===== src/rtl/seg_scan_ctrl.sv =====
// Time-multiplexed 7-segment scan controller: round-robin over enabled digits
// with a blanking interval at the start of every slot to suppress ghosting.
module seg_scan_ctrl #(
    parameter int NDIG     = 4,
    parameter int PRESCALE = 1000,
    parameter int BLANK    = 2
) (
    input  logic                      CLK,
    input  logic                      RESET_N,
    input  logic                      EN,
    input  logic [NDIG-1:0]           DIGIT_EN,
    input  logic [7*NDIG-1:0]         SEG_IN,
    output logic [6:0]                SEG,
    output logic [NDIG-1:0]           AN,
    output logic [$clog2(NDIG)-1:0]   DIG_IDX,
    output logic                      SLOT_TICK
);

    localparam int IW = $clog2(NDIG);
    localparam int CW = $clog2(PRESCALE);

    typedef enum logic [1:0] {ST_IDLE, ST_BLANK, ST_DRIVE} state_t;

    localparam state_t SLOT_FIRST = (BLANK > 0) ? ST_BLANK : ST_DRIVE;

    state_t           state;
    state_t           state_nxt;
    logic [CW-1:0]    cnt;
    logic [CW-1:0]    cnt_nxt;
    logic [IW-1:0]    dig_idx;
    logic [IW-1:0]    idx_nxt;
    logic [NDIG-1:0]  an_nxt;
    logic [6:0]       seg_nxt;
    logic             stop;
    logic             last;

    // Nearest enabled index at or above 'from' (skip=0) or strictly after it
    // (skip=1), wrapping; 'from' itself is the last candidate when skipping.
    function automatic logic [IW-1:0] next_enabled(
        input logic [IW-1:0]   from,
        input logic [NDIG-1:0] mask,
        input logic            skip
    );
        logic [IW-1:0] j;
        next_enabled = from;
        for (int k = NDIG; k >= 1; k--) begin
            j = IW'((int'(from) + k - 1 + int'(skip)) % NDIG);
            if (mask[j]) next_enabled = j;
        end
    endfunction

    assign stop      = !EN || (DIGIT_EN == '0);
    assign last      = (cnt == CW'(PRESCALE - 1));
    assign SLOT_TICK = (state != ST_IDLE) && last;
    assign DIG_IDX   = dig_idx;

    always_ff @(posedge CLK or negedge RESET_N) begin
        if (!RESET_N) begin
            state   <= ST_IDLE;
            cnt     <= '0;
            dig_idx <= '0;
        end else begin
            state   <= state_nxt;
            cnt     <= cnt_nxt;
            dig_idx <= idx_nxt;
        end
    end

    always_comb begin
        state_nxt = state;
        cnt_nxt   = cnt;
        idx_nxt   = dig_idx;
        case (state)
            ST_IDLE: begin
                cnt_nxt = '0;
                if (!stop) begin
                    idx_nxt   = next_enabled(dig_idx, DIGIT_EN, 1'b0);
                    state_nxt = SLOT_FIRST;
                end
            end
            default: begin
                if (stop) begin
                    state_nxt = ST_IDLE;
                    cnt_nxt   = '0;
                end else if (last) begin
                    cnt_nxt   = '0;
                    idx_nxt   = next_enabled(dig_idx, DIGIT_EN, 1'b1);
                    state_nxt = SLOT_FIRST;
                end else begin
                    cnt_nxt   = cnt + 1'b1;
                    state_nxt = ((int'(cnt) + 1) < BLANK) ? ST_BLANK : ST_DRIVE;
                end
            end
        endcase
    end

    // Gating on the live enables blanks the pins the cycle after a disable.
    always_comb begin
        an_nxt  = '1;
        seg_nxt = '1;
        if (state == ST_DRIVE && !stop) begin
            an_nxt  = ~((NDIG'(1) << dig_idx) & DIGIT_EN);
            seg_nxt = SEG_IN[7*int'(dig_idx) +: 7];
        end
    end

    always_ff @(posedge CLK or negedge RESET_N) begin
        if (!RESET_N) begin
            AN  <= '1;
            SEG <= '1;
        end else begin
            AN  <= an_nxt;
            SEG <= seg_nxt;
        end
    end

endmodule

===== config.mk =====
export PLATFORM = sky130hd
export DESIGN_NAME = seg_scan_ctrl
export DESIGN_NICKNAME = d
export VERILOG_FILES = /design/src/rtl/seg_scan_ctrl.sv
export SDC_FILE = /design/constraint.sdc
export NUM_CORES = 1
export LEC_CHECK = 0
export ABC_AREA = 1
export CAP_MARGIN = 30
export CORE_MARGIN = 8
export CORE_UTILIZATION = 52
export CTS_BUF_LIST = sky130_fd_sc_hd__clkbuf_2 sky130_fd_sc_hd__clkbuf_4 sky130_fd_sc_hd__clkbuf_8
export CTS_CLUSTER_DIAMETER = 200
export DETAILED_ROUTE_END_ITERATION = 16
export HOLD_SLACK_MARGIN = 0.06
export PLACE_DENSITY = 0.87
export SETUP_SLACK_MARGIN = 0.3
export SYNTH_ARGS = -nofsm -noshare
export SYNTH_HDL_FRONTEND = slang
export SYNTH_SLANG_ARGS = --single-unit

===== constraint.sdc =====
create_clock -name CLK -period 3 [get_ports CLK]
set_input_delay 0.6 -clock CLK [delete_from_list [all_inputs] [get_ports CLK]]
set_output_delay 0.6 -clock CLK [all_outputs]
set_load 0.005 [all_outputs]

==> flow_summary.ini <==
[clock_tree]
clock-root-buffer = clkbuf_4
path_clk_slew_ns = 0.14
cts_hold_buf = 0
cts_tree = done
post_cts_resized = 0
clk_latency_ns = 0.34
post_cts_buffers = 0
clock-sinks = 25
cts_max_path_buffers = 2
htreeDepth = 1
cts_buffers = 3

[critical_path]
critPathLaunch = cnt[0]
cp.required_ns = 2.40
end_kind = output pin
crit_path_frequent_cell = nor2_1
critPathMaxFanout = 4
cp.arrival_ns = 1.83
max_stage_delay_ns = 0.51
r2r_cells = 11
crit_chain = ha_1 -> nand2_1 -> nor2_1 -> nand3_1 -> nor2_1 -> clkdlybuf4s50_1
cp_slowest_cell = clkdlybuf4s50_1
path_class = flop to output pin
r2r_start = DIG_IDX[1]
critPathLaunchType = flop

[sta]
worstMarginPinSlew_ns = 0.498
whs_ns = 0.487
min_period_over_period_pct = 81.1
fmax_ghz = 0.411
setup-tns-final_ns = 0
setup_viol = 0
drv_slew = 0
rsz0062_at_grt = false
final_hold_viol_count = 0
maxSlewHeadroom_pct = 66.7
min_period_ns = 2.43
finClkSkew_ns = 0.00470

[yosys]
synth.distinct_cells = 24
ys_warn_count = 0
synth.cell_area_sq_um = 1640
seq_area_frac_synth_pct = 39.0
syn_area_per_cell_sq_um = 7.19
yosys_register_bits = 25
synth_fp_nets = 268
synth_cells = 228

[routing]
first_iter_violations = 91
viasPerCell = 5.04
num_vias = 1618
drcViolationCount = 0
totalWireLength_um = 4350
postRouteAntennaNets = 0
firstDrtPassIters = 4
post_drt_wl_per_cell_um = 13.5

[cells_and_area]
layout.cells.most_common = nand2_1
final_core_util_pct = 72.1
fill_cells = 258
multi_input_area_sq_um = 845
fin_nets = 318
drive_above_1_share_pct = 15.2
areaGrowthSynthToFinish_pct = 33.3
finalNonFillerCells = 321
regArea_sq_um = 639
diodes = 0
final_cell_mix = nand2_1, clkdlybuf4s50_1, nor2_1

[power]
peakVddDrop_uv = 521
leakagePower_uw = 0.000995
power_uw = 1330
power.density_nw_per_um2 = 609

[hold_path]
holdCritStartpoint = cnt[0]
min_path_type = flop to flop
hold_path_depth = 1

[global_route]
grt_pass1_vias = 1554
grt_overflow_total = 0
grt_pass1_wl_um = 7340
track_usage_pct = 17.7
grt_max_degree = 25
grt_antenna_before_repair = 0

[placed_design]
place_inst = 317
port_buffers = 48
dp_hpwl_um = 3340
gp_congestion = 0.837

[floorplanning]
start_util_pct = 54.1
core.rowCount = 20
io_pins = 49
die_y_um = 72.1
die_area_sq_um = 5200
core_sq_um = 3030
die_w_um = 72.1

[flow_run]
maxCapViolations = 0

[status]
status = complete, no violations
==> cells by family (layout without fill, tap and decap cells) <==
group | count (synthesis) | count (layout) | share of synthesized area, %
and+or+nand+nor | 132 | 132 | 35.4
buffers and inverters | 34 | 83 | 9.47
AOI/OAI and AO/OA | 30 | 30 | 11.2
DFF | 25 | 25 | 39.0
adders and majority gates | 5 | 5 | 3.82
xor gates and xnor gates | 2 | 2 | 1.07
==> through the flow <==
| stage | area (sq um) | setup WS, ns |
|---|---|---|
| global route | 2180 | 0.359 |
| floorplan | 1640 | 1.06 |
| finish | 2180 | 0.568 |
| CTS | 2180 | 0.552 |
| detailed placement | 2150 | 0.952 |
| global placement | 2150 | 0.987 |
==> sequential cells by signal (all words and copies together), names as in the netlist <==
| register | cells |
|---|---|
| state | 2 |
| AN | 4 |
| DIG_IDX | 2 |
| cnt | 10 |
| SEG | 7 |
==> worst max-delay path: cells and delay by family (launching register included) <==
family	cells	cell delay, ns
buffers and inverters	1	0.51
flip-flops	1	0.40
adder cells (fa/ha/maj)	1	0.18
AND/OR/NAND/NOR	4	0.41
==> Yosys cell counts <==
master | number | area, sq um
nor2_4 | 1 | 11.3
dfstp_2 | 11 | 289
inv_2 | 5 | 18.8
buf_2 | 4 | 20.0
a21oi_1 | 4 | 20.0
clkinv_1 | 1 | 3.75
xor2_1 | 2 | 17.5
nor3_1 | 1 | 5.00
nand2_1 | 53 | 199
nor2_2 | 3 | 18.8
nand4_1 | 3 | 18.8
ha_1 | 5 | 62.6
o21ai_0 | 17 | 85.1
nand3_1 | 21 | 105
dfrtp_1 | 14 | 350
nand3_2 | 2 | 20.0
buf_6 | 2 | 22.5
a21oi_2 | 1 | 8.76
inv_1 | 20 | 75.1
o21ai_2 | 1 | 8.76
nor2_1 | 39 | 146
buf_4 | 2 | 15.0
nand2_2 | 9 | 56.3
o221ai_1 | 7 | 61.3
==> final cells by class <==
cell class | instances | area share, %
multi-input cells | 169 | 38.7
flip-flops and latches | 25 | 29.3
repair buffers | 53 | 23.7
inverters | 26 | 4.47
well taps | 44 | 2.52
clock buffers | 3 | 1.03
clock inverters | 1 | 0.344
==> metal layers <==
layer	share of wire (%)	wire length (um)	track usage [%]
met3	3.4	149	2.62
met4	1.8	79	8.62
met5	0	0	0
met1	44	1920	21.2
met2	50	2190	30.2
==> where the power goes <==
| group | switching, uW | internal [uW] | leakage (uW) | total, uW |
|---|---|---|---|---|
| logic | 499 | 289 | 0.000678 | 788 |
| clock network | 109 | 51.2 | 0.0000139 | 160 |
| registers | 14.9 | 366 | 0.000303 | 381 |
| total | 622 | 707 | 0.000995 | 1330 |
==> path summary, 6_finish.rpt <==
kind,endpoint,slack (ns)
max,SLOT_TICK,0.57
min,cnt[0],0.49
max reg2reg,DIG_IDX[0],1.07
min reg2reg,cnt[0],0.49
max in group asynchronous,AN[3],1.77
min in group asynchronous,DIG_IDX[1],0.58
No activity file was read; power rests on OpenSTA's default activity.
